**src/rtl/ps2_host_port_pkg.sv**
```systemverilog
// Shared definitions for the PS/2 host port: frame geometry, transmit FSM
// state encoding and the odd-parity helper used by both directions.
package ps2_host_port_pkg;

  // Start + 8 data + parity + stop.
  localparam int FRAME_BITS = 11;
  localparam logic [3:0] RX_LAST_BIT = 4'(FRAME_BITS - 1);

  // Transmit bit counter values: 0..7 data, then parity, then stop.
  localparam logic [3:0] TX_PAR_IDX  = 4'd8;
  localparam logic [3:0] TX_STOP_IDX = 4'd9;

  localparam int TIMER_W = 17;

  typedef enum logic [2:0] {
    ST_IDLE    = 3'd0,
    ST_INHIBIT = 3'd1,
    ST_START   = 3'd2,
    ST_SHIFT   = 3'd3,
    ST_ACK     = 3'd4,
    ST_WAITUP  = 3'd5
  } tx_state_e;

  // Parity bit that makes the 9-bit group (data + parity) contain an odd
  // number of ones.
  function automatic logic odd_parity(input logic [7:0] d);
    return ~^d;
  endfunction

endpackage

```
**src/rtl/ps2_host_port_fifo.sv**
```systemverilog
// Synchronous show-ahead FIFO with count-based full/empty.
// Ports:
//   clk, reset          clock, synchronous active-high reset
//   en                  tick enable; push/pop only take effect when high
//   push, push_data     write request and data (ignored when full unless popping)
//   pop                 read request (ignored when empty)
//   head_data           entry at the read pointer
//   full, empty         occupancy flags
module ps2_host_port_fifo #(
  parameter int WIDTH = 8,
  parameter int DEPTH = 4
) (
  input  logic             clk,
  input  logic             reset,
  input  logic             en,
  input  logic             push,
  input  logic [WIDTH-1:0] push_data,
  input  logic             pop,
  output logic [WIDTH-1:0] head_data,
  output logic             full,
  output logic             empty
);

  localparam int AW = $clog2(DEPTH);
  localparam logic [AW:0] FULL_CNT = (AW+1)'(DEPTH);

  logic [WIDTH-1:0] mem_q [DEPTH];
  logic [AW-1:0]    wr_ptr_q, wr_ptr_d;
  logic [AW-1:0]    rd_ptr_q, rd_ptr_d;
  logic [AW:0]      count_q, count_d;
  logic             do_push, do_pop;

  assign empty     = (count_q == '0);
  assign full      = (count_q == FULL_CNT);
  assign head_data = mem_q[rd_ptr_q];

  // A push into a full FIFO is accepted when the same tick frees a slot.
  assign do_pop  = en & pop & ~empty;
  assign do_push = en & push & (~full | do_pop);

  always_comb begin
    wr_ptr_d = wr_ptr_q;
    rd_ptr_d = rd_ptr_q;
    count_d  = count_q;
    if (do_push) wr_ptr_d = wr_ptr_q + AW'(1);
    if (do_pop)  rd_ptr_d = rd_ptr_q + AW'(1);
    case ({do_push, do_pop})
      2'b10:   count_d = count_q + (AW+1)'(1);
      2'b01:   count_d = count_q - (AW+1)'(1);
      default: count_d = count_q;
    endcase
  end

  always_ff @(posedge clk) begin
    if (reset) begin
      wr_ptr_q <= '0;
      rd_ptr_q <= '0;
      count_q  <= '0;
    end else begin
      wr_ptr_q <= wr_ptr_d;
      rd_ptr_q <= rd_ptr_d;
      count_q  <= count_d;
    end
  end

  always_ff @(posedge clk) begin
    if (do_push) mem_q[wr_ptr_q] <= push_data;
  end

endmodule

```
**src/rtl/ps2_host_port.sv**
```systemverilog
// PS/2 host transceiver: receives device frames into an RX FIFO and sends
// queued host commands from a TX FIFO with request-to-send and ACK handling.
// Ports:
//   clk, reset, clk7_en       clock, sync active-high reset, tick enable
//   ps2_clk_i/ps2_dat_i       pad inputs; ps2_clk_o/ps2_dat_o open-collector drives (0 = pull low)
//   tx_data/tx_valid/tx_ready command byte push interface
//   rx_data/rx_valid/rx_ready received byte pop interface
//   hold                      inhibit the device while idle
//   rx_err/rx_ovf/tx_err      one-tick error pulses
//   busy                      transmit FSM not idle
module ps2_host_port
  import ps2_host_port_pkg::*;
#(
  parameter int INHIBIT_TICKS = 710,
  parameter int FRAME_TIMEOUT = 14200,
  parameter int TX_TIMEOUT    = 105000,
  parameter int RX_DEPTH      = 8,
  parameter int TX_DEPTH      = 4
) (
  input  logic       clk,
  input  logic       reset,
  input  logic       clk7_en,
  input  logic       ps2_clk_i,
  input  logic       ps2_dat_i,
  output logic       ps2_clk_o,
  output logic       ps2_dat_o,
  input  logic [7:0] tx_data,
  input  logic       tx_valid,
  output logic       tx_ready,
  output logic [7:0] rx_data,
  output logic       rx_valid,
  input  logic       rx_ready,
  input  logic       hold,
  output logic       rx_err,
  output logic       rx_ovf,
  output logic       tx_err,
  output logic       busy
);

  localparam logic [TIMER_W-1:0] INH_LAST = TIMER_W'(INHIBIT_TICKS - 1);
  localparam logic [TIMER_W-1:0] FRAME_TO = TIMER_W'(FRAME_TIMEOUT);
  localparam logic [TIMER_W-1:0] TX_TO    = TIMER_W'(TX_TIMEOUT);

  logic [1:0] clk_sync_q, dat_sync_q;
  logic       clk_prev_q;
  logic       clk_s, dat_s, fall;

  tx_state_e        state_q, state_d;
  logic [TIMER_W-1:0] timer_q, timer_d;
  logic [3:0]       rx_cnt_q, rx_cnt_d;
  logic [9:0]       rx_sr_q, rx_sr_d;
  logic [3:0]       tx_cnt_q, tx_cnt_d;
  logic             clk_o_q, clk_o_d, dat_o_q, dat_o_d;
  logic             rx_err_q, rx_err_d, rx_ovf_q, rx_ovf_d;
  logic             tx_err_q, tx_err_d, busy_q, busy_d;

  logic       rx_push, rx_pop, rx_full, rx_empty, rx_en, rx_active;
  logic       tx_pop, tx_full, tx_empty;
  logic [7:0] tx_head;

  assign clk_s = clk_sync_q[1];
  assign dat_s = dat_sync_q[1];
  assign fall  = clk_prev_q & ~clk_s;

  assign ps2_clk_o = clk_o_q;
  assign ps2_dat_o = dat_o_q;
  assign rx_err    = rx_err_q;
  assign rx_ovf    = rx_ovf_q;
  assign tx_err    = tx_err_q;
  assign busy      = busy_q;
  assign rx_valid  = ~rx_empty;
  assign tx_ready  = ~tx_full;
  assign rx_pop    = rx_valid & rx_ready;
  assign rx_active = (rx_cnt_q != '0);

  // Framing only runs while the device owns the clock; this keeps our own
  // inhibit edges and the device ACK bit out of the RX path.
  assign rx_en = ((state_q == ST_IDLE) || (state_q == ST_WAITUP)) && clk_o_q;

  ps2_host_port_fifo #(.WIDTH(8), .DEPTH(RX_DEPTH)) u_rx_fifo (
    .clk(clk), .reset(reset), .en(clk7_en),
    .push(rx_push), .push_data(rx_sr_q[8:1]), .pop(rx_pop),
    .head_data(rx_data), .full(rx_full), .empty(rx_empty)
  );

  ps2_host_port_fifo #(.WIDTH(8), .DEPTH(TX_DEPTH)) u_tx_fifo (
    .clk(clk), .reset(reset), .en(clk7_en),
    .push(tx_valid), .push_data(tx_data), .pop(tx_pop),
    .head_data(tx_head), .full(tx_full), .empty(tx_empty)
  );

  // RX shifter: bits enter at the top, so after ten falls sr[0] is the start
  // bit, sr[8:1] the data and sr[9] the parity; the stop bit is read live.
  always_comb begin
    rx_cnt_d = rx_cnt_q;
    rx_sr_d  = rx_sr_q;
    rx_push  = 1'b0;
    rx_err_d = 1'b0;
    rx_ovf_d = 1'b0;
    if (!rx_en) begin
      rx_cnt_d = '0;
    end else if (fall) begin
      if (rx_cnt_q == RX_LAST_BIT) begin
        rx_cnt_d = '0;
        if (!rx_sr_q[0] && (rx_sr_q[9] == odd_parity(rx_sr_q[8:1])) && dat_s) begin
          if (rx_full && !rx_pop) rx_ovf_d = 1'b1;
          else                    rx_push  = 1'b1;
        end else begin
          rx_err_d = 1'b1;
        end
      end else begin
        rx_sr_d  = {dat_s, rx_sr_q[9:1]};
        rx_cnt_d = rx_cnt_q + 4'd1;
      end
    end else if (rx_active && (timer_q > FRAME_TO)) begin
      rx_cnt_d = '0;
      rx_err_d = 1'b1;
    end
  end

  always_comb begin
    state_d  = state_q;
    tx_cnt_d = tx_cnt_q;
    clk_o_d  = clk_o_q;
    dat_o_d  = dat_o_q;
    tx_err_d = 1'b0;
    tx_pop   = 1'b0;
    case (state_q)
      ST_IDLE: begin
        clk_o_d = 1'b1;
        dat_o_d = 1'b1;
        if (hold && !rx_active) begin
          clk_o_d = 1'b0;
        end else if (!tx_empty && !rx_active && !rx_full) begin
          state_d = ST_INHIBIT;
          clk_o_d = 1'b0;
        end
      end
      ST_INHIBIT: begin
        if (timer_q >= INH_LAST) begin
          state_d = ST_START;
          dat_o_d = 1'b0;
        end
      end
      ST_START: begin
        // Start bit stays on data while the clock is handed to the device.
        state_d  = ST_SHIFT;
        clk_o_d  = 1'b1;
        tx_cnt_d = '0;
      end
      ST_SHIFT: begin
        if (fall) begin
          tx_cnt_d = tx_cnt_q + 4'd1;
          if (tx_cnt_q == TX_STOP_IDX) begin
            dat_o_d = 1'b1;
            state_d = ST_ACK;
          end else if (tx_cnt_q == TX_PAR_IDX) begin
            dat_o_d = odd_parity(tx_head);
          end else begin
            dat_o_d = tx_head[tx_cnt_q[2:0]];
          end
        end
      end
      ST_ACK: begin
        if (fall) begin
          if (!dat_s) begin
            tx_pop  = 1'b1;
            state_d = ST_WAITUP;
          end else begin
            tx_err_d = 1'b1;
            state_d  = ST_IDLE;
          end
        end
      end
      ST_WAITUP: begin
        if (clk_s && dat_s) state_d = ST_IDLE;
      end
      default: state_d = ST_IDLE;
    endcase

    // Watchdog once the device owns the clock; the entry stays queued.
    if ((state_q == ST_SHIFT || state_q == ST_ACK || state_q == ST_WAITUP)
        && (timer_q >= TX_TO)) begin
      tx_err_d = 1'b1;
      tx_pop   = 1'b0;
      state_d  = ST_IDLE;
      clk_o_d  = 1'b1;
      dat_o_d  = 1'b1;
    end
  end

  always_comb begin
    busy_d = (state_d != ST_IDLE);
    if ((state_d != state_q) || fall) timer_d = '0;
    else if (timer_q != '1)           timer_d = timer_q + TIMER_W'(1);
    else                              timer_d = timer_q;
  end

  always_ff @(posedge clk) begin
    if (reset) begin
      clk_sync_q <= 2'b11;
      dat_sync_q <= 2'b11;
      clk_prev_q <= 1'b1;
      state_q    <= ST_IDLE;
      timer_q    <= '0;
      rx_cnt_q   <= '0;
      rx_sr_q    <= '0;
      tx_cnt_q   <= '0;
      clk_o_q    <= 1'b1;
      dat_o_q    <= 1'b1;
      rx_err_q   <= 1'b0;
      rx_ovf_q   <= 1'b0;
      tx_err_q   <= 1'b0;
      busy_q     <= 1'b0;
    end else if (clk7_en) begin
      clk_sync_q <= {clk_sync_q[0], ps2_clk_i};
      dat_sync_q <= {dat_sync_q[0], ps2_dat_i};
      clk_prev_q <= clk_s;
      state_q    <= state_d;
      timer_q    <= timer_d;
      rx_cnt_q   <= rx_cnt_d;
      rx_sr_q    <= rx_sr_d;
      tx_cnt_q   <= tx_cnt_d;
      clk_o_q    <= clk_o_d;
      dat_o_q    <= dat_o_d;
      rx_err_q   <= rx_err_d;
      rx_ovf_q   <= rx_ovf_d;
      tx_err_q   <= tx_err_d;
      busy_q     <= busy_d;
    end
  end

endmodule
```
**config.mk**
```make
export PLATFORM = sky130hd
export DESIGN_NAME = ps2_host_port
export DESIGN_NICKNAME = d
export VERILOG_FILES = /design/src/rtl/ps2_host_port_pkg.sv /design/src/rtl/ps2_host_port_fifo.sv /design/src/rtl/ps2_host_port.sv
export SDC_FILE = /design/constraint.sdc
export NUM_CORES = 1
export LEC_CHECK = 0
export CORE_AREA = 2 2 122 148
export CTS_CLUSTER_DIAMETER = 80
export DETAILED_ROUTE_END_ITERATION = 16
export DIE_AREA = 0 0 124 150
export PLACE_DENSITY_LB_ADDON = 0.12
export SYNTH_ARGS = -nofsm -noshare
export SYNTH_HDL_FRONTEND = slang
export SYNTH_SLANG_ARGS = --single-unit
```
**constraint.sdc**
```tcl
create_clock -name clk -period 4.1 [get_ports clk]
set_input_delay 0.41 -clock clk [delete_from_list [all_inputs] [get_ports clk]]
set_output_delay 0.41 -clock clk [all_outputs]
set_load 0.02 [all_outputs]
```
==> impl_metrics.prom <==
# TYPE chip_impl_metric gauge
chip_impl_metric{name="cts_htree_levels",unit=""} 4
chip_impl_info{name="cp_top_family",value="simple AND/OR/NAND/NOR gates"} 1
chip_impl_info{name="crit-reg2reg-capture",value="u_tx_fifo.count_q[2]"} 1
chip_impl_metric{name="power_frac_comb",unit="%"} 4.4
chip_impl_metric{name="cellPowerDensity",unit="mW/mm^2"} 400
chip_impl_info{name="crit_path_cell_trace",value="nand3b_1, a21oi_1, o31a_2, nor4_1, ha_1, inv_1, fa_1, xor2_1, or3_1, a21oi_1"} 1
chip_impl_metric{name="setup_viol",unit=""} 0
chip_impl_metric{name="synth.ff_latch_count",unit=""} 167
chip_impl_metric{name="worst_r2r_path_depth",unit=""} 10
chip_impl_metric{name="postSynthNetCount",unit=""} 658
chip_impl_metric{name="max_cap_viol_count",unit=""} 0
chip_impl_metric{name="data_arrival_at_the_endpoint_of_the_critical_path",unit="ns"} 3.70
chip_impl_info{name="min_path_type",value="reg -> reg"} 1
chip_impl_metric{name="floorplan.io_pins",unit=""} 32
chip_impl_metric{name="report.final.hold_viol_count",unit=""} 0
chip_impl_metric{name="fp.coreArea",unit="mm^2"} 0.0172
chip_impl_metric{name="grt_use_total",unit="%"} 17.7
chip_impl_metric{name="portion_of_the_post_synthesis_area_used_by_sequential_elements",unit="%"} 56.6
chip_impl_metric{name="nets",unit=""} 693
chip_impl_metric{name="clock-skew-final",unit="ns"} 0.0175
chip_impl_metric{name="finalWirelength",unit="um"} 15100
chip_impl_metric{name="start_util",unit="%"} 44.1
chip_impl_info{name="endpoint_kind",value="register"} 1
chip_impl_metric{name="power_switching_share",unit="%"} 22.4
chip_impl_metric{name="clk-insertion-delay-late",unit="ns"} 0.43
chip_impl_metric{name="grt_start_max_net_pins",unit=""} 44
chip_impl_metric{name="std_cell_rows",unit=""} 53
chip_impl_metric{name="switching_power",unit="W"} 0.000777
chip_impl_metric{name="antenna_violations_before_repair",unit=""} 0
chip_impl_info{name="clk_root_buffer_cell",value="clkbuf_16"} 1
chip_impl_metric{name="cp_num_buf_inv",unit=""} 1
chip_impl_info{name="timing.critical_path.from_type",value="register"} 1
chip_impl_metric{name="layout_min_cycle_time",unit="ns"} 3.35
chip_impl_metric{name="critPathMaxFanout",unit=""} 16
chip_impl_metric{name="diode_insertion_count_for_antenna_repair",unit=""} 0
chip_impl_metric{name="required",unit="ns"} 4.45
chip_impl_metric{name="synthesis.area_per_instance",unit="um^2"} 12.3
chip_impl_metric{name="grt_pass1_vias",unit=""} 4931
chip_impl_metric{name="max_freq",unit="GHz"} 0.299
chip_impl_metric{name="clkSinkCount",unit=""} 167
chip_impl_metric{name="dpl_cell_area",unit="mm^2"} 0.00812
chip_impl_info{name="criticalPathCategory",value="reg -> reg"} 1
chip_impl_metric{name="ctsResizeCount",unit=""} 0
chip_impl_info{name="whs_endpoint",value="rx_sr_q[0]"} 1
chip_impl_metric{name="power.clock.fraction",unit="%"} 43.9
chip_impl_metric{name="final_core_util",unit="%"} 50.4
chip_impl_metric{name="timing.hold.worst_path_depth",unit=""} 2
chip_impl_metric{name="synth_edf_count",unit=""} 96
chip_impl_metric{name="p_int",unit="W"} 0.00269
chip_impl_metric{name="routed_via_density",unit=""} 5.45
chip_impl_metric{name="route.detailed.wl_per_inst",unit="um"} 17.0
chip_impl_metric{name="numPortBuffers",unit=""} 31
chip_impl_metric{name="cts_buffer_depth",unit=""} 2
chip_impl_metric{name="max_slew_margin",unit="%"} 38.0
chip_impl_metric{name="tritoncts.num_buffers",unit=""} 17
chip_impl_metric{name="grt_first_pass_wirelength",unit="um"} 24800
chip_impl_metric{name="timing_worst_slew_pin_value",unit="ns"} 0.927
chip_impl_metric{name="hold-worst-slack",unit="ns"} 0.497
chip_impl_metric{name="report.power.total",unit="W"} 0.00347
chip_impl_metric{name="count_of_antenna_violating_nets_left_after_detailed_routing",unit=""} 0
chip_impl_info{name="critPathMostFrequentCell",value="a21oi_1"} 1
chip_impl_info{name="r2r-start",value="state_q[2]"} 1
chip_impl_metric{name="drt_drc_violations_left",unit=""} 0
chip_impl_info{name="crit_path_top_delay_cell",value="dfxtp_1"} 1
chip_impl_metric{name="chipHeight",unit="um"} 150
chip_impl_metric{name="ir_worst_vdd",unit="mV"} 0.260
chip_impl_info{name="synth-main-ff-cell",value="edfxtp_1"} 1
chip_impl_metric{name="post_synth_inst_count",unit=""} 620
chip_impl_metric{name="dp.final_hpwl",unit="um"} 10700
chip_impl_metric{name="gr-total-overflow",unit=""} 0
chip_impl_metric{name="ys.warnings.count",unit=""} 0
chip_impl_metric{name="final_layout_size_suffix_gt1_share",unit="%"} 12.9
chip_impl_metric{name="netlist-cell-type-count",unit=""} 63
chip_impl_metric{name="final_max_slew_viol_count",unit=""} 0
chip_impl_metric{name="drt_first_pass_iters",unit=""} 4
chip_impl_info{name="status",value="finished clean"} 1
chip_impl_metric{name="detail_route.iter0.violations",unit=""} 228
chip_impl_metric{name="area_added_between_synthesis_and_finish",unit="%"} 14.2
chip_impl_metric{name="postCtsHoldBufs",unit=""} 0
chip_impl_metric{name="detailroute.via_count",unit=""} 4843
chip_impl_info{name="rsz_0062_raised_after_global_routing",value="no"} 1
chip_impl_metric{name="power.static_leakage",unit="nW"} 2.88
chip_impl_info{name="holdCritStartpoint",value="rx_sr_q[0]"} 1
chip_impl_metric{name="clk_pin_slew_worst_paths",unit="ns"} 0.06
chip_impl_metric{name="r2r_slack",unit="ns"} 0.75
chip_impl_metric{name="chipWidth",unit="um"} 124
chip_impl_metric{name="asyncSetResetFlopFracSynth",unit="%"} 0
chip_impl_metric{name="design.die.area",unit="mm^2"} 0.0186
chip_impl_metric{name="power_frac_seq",unit="%"} 51.7
chip_impl_metric{name="post_cts.repair.setup_buffers",unit=""} 0
chip_impl_metric{name="delay_of_the_slowest_critical_path_stage",unit="ns"} 0.69
chip_impl_metric{name="synth.cell_area",unit="mm^2"} 0.00760
chip_impl_metric{name="gpl.final_weighted_congestion",unit=""} 0.825
chip_impl_info{name="cts_tree",value="done"} 1
chip_impl_metric{name="final_area",unit="mm^2"} 0.00868
chip_impl_metric{name="post-route-period-util",unit="%"} 81.7
chip_impl_metric{name="total_negative_setup_slack",unit="ns"} 0
[metal layers]
layer | routed length [um] | part of all wire (%) | global-route usage [%] | vias up
met5 | 0 | 0 | 0 | -
met4 | 264 | 1.7 | 7.36 | 0
met3 | 406 | 2.7 | 3.93 | 18
met2 | 8290 | 55 | 32.1 | 70
met1 | 6160 | 41 | 19.7 | 2381
li1 | - | - | - | 2374
[cells in the mapped netlist, drive strengths merged, types with 14 or more instances]
master / n / area share [%]
edfxtp: 96 / 38
nand2: 42 / 2.1
buf: 15 / 1.6
nor2: 64 / 3.2
dfxtp: 71 / 19
o21ai: 20 / 1.3
nor3: 14 / 0.92
inv: 23 / 1.1
a21oi: 36 / 2.4
ha: 20 / 3.3
xnor2: 16 / 1.8
mux2i: 18 / 2.4
mux4: 24 / 7.1
[power groups by stage]
stage | clock, W | combinational [W] | sequential, W
finish | 0.00152 | 0.000153 | 0.00179
global route | 0.00165 | 0.000169 | 0.00180
CTS | 0.00157 | 0.000155 | 0.00179
detailed placement | 0 | 0.000154 | 0.00183
global placement | 0 | 0.000151 | 0.00183
floorplan | 0 | 0.000106 | 0.00183
[final cells by class]
class,count,area (um^2)
Clock buffer,18,429
Clock inverter,14,136
Fill cell,1538,8560
Inverter,23,86.3
Multi-Input combinational cell,402,3050
Sequential cell,167,4300
Tap cell,220,275
Timing Repair Buffer,44,403
[per-stage QoR]
stage | setup slack [ns] | instances
6_report | 0.751 | 888
5_1_grt | 0.446 | 888
4_1_cts | 0.768 | 888
3_5_place_dp | 0.677 | 856
3_3_place_gp | 0.807 | 856
2_1_floorplan | 0.803 | 620
[worst max-delay path by stage]
stage	from	to	depth (start not counted)
after floorplan	rx_sr_q[5]	u_rx_fifo.count_q[3]	12
after global placement	clk7_en	u_tx_fifo.count_q[2]	9
after detailed placement	clk7_en	u_rx_fifo.count_q[3]	12
after CTS	state_q[2]	u_tx_fifo.count_q[2]	10
after global routing	timer_q[2]	timer_q[3]	11
final	state_q[2]	u_tx_fifo.count_q[2]	10
[placed cells by master (no fill, tap or decap), types with 20 or more instances in the layout]
| cell type | Yosys | routed |
|---|---|---|
| dfxtp_1 | 71 | 71 |
| ha_1 | 20 | 20 |
| clkdlybuf4s50_1 | 0 | 30 |
| mux4_2 | 24 | 24 |
| a21oi_1 | 36 | 36 |
| nor2_1 | 64 | 64 |
| edfxtp_1 | 96 | 96 |
| nand2_1 | 42 | 42 |
| inv_1 | 23 | 23 |
[worst register-to-register path: cells and delay by family, from the launching register on]
| family | cells | cell delay [ns] |
|---|---|---|
| AND/OR/NAND/NOR | 3 | 1.22 |
| AO/OA/AOI/OAI | 3 | 0.44 |
| XOR/XNOR | 1 | 0.15 |
| flip-flops | 1 | 0.69 |
| adder cells (fa/ha/maj) | 2 | 0.71 |
| buffers and inverters | 1 | 0.07 |
[state kept, by name, indices dropped and copies added, names as in the netlist, 4 cells and up, named ones only]
signal,cells
u_rx_fifo.mem_q,64
u_tx_fifo.mem_q,32
timer_q,17
rx_sr_q,10
rx_cnt_q,4
tx_cnt_q,4
u_rx_fifo.count_q,4
[cell families after synthesis]
group / synth area share (%)
and+or+nand+nor: 13.1
buffers and inverters: 3.34
muxes: 10.7
AOI/OAI and AO/OA: 9.13
adders and majority gates: 3.82
DFF: 56.6
xor gates and xnor gates: 3.29
Note: power is estimated with default switching activity, not from simulation.
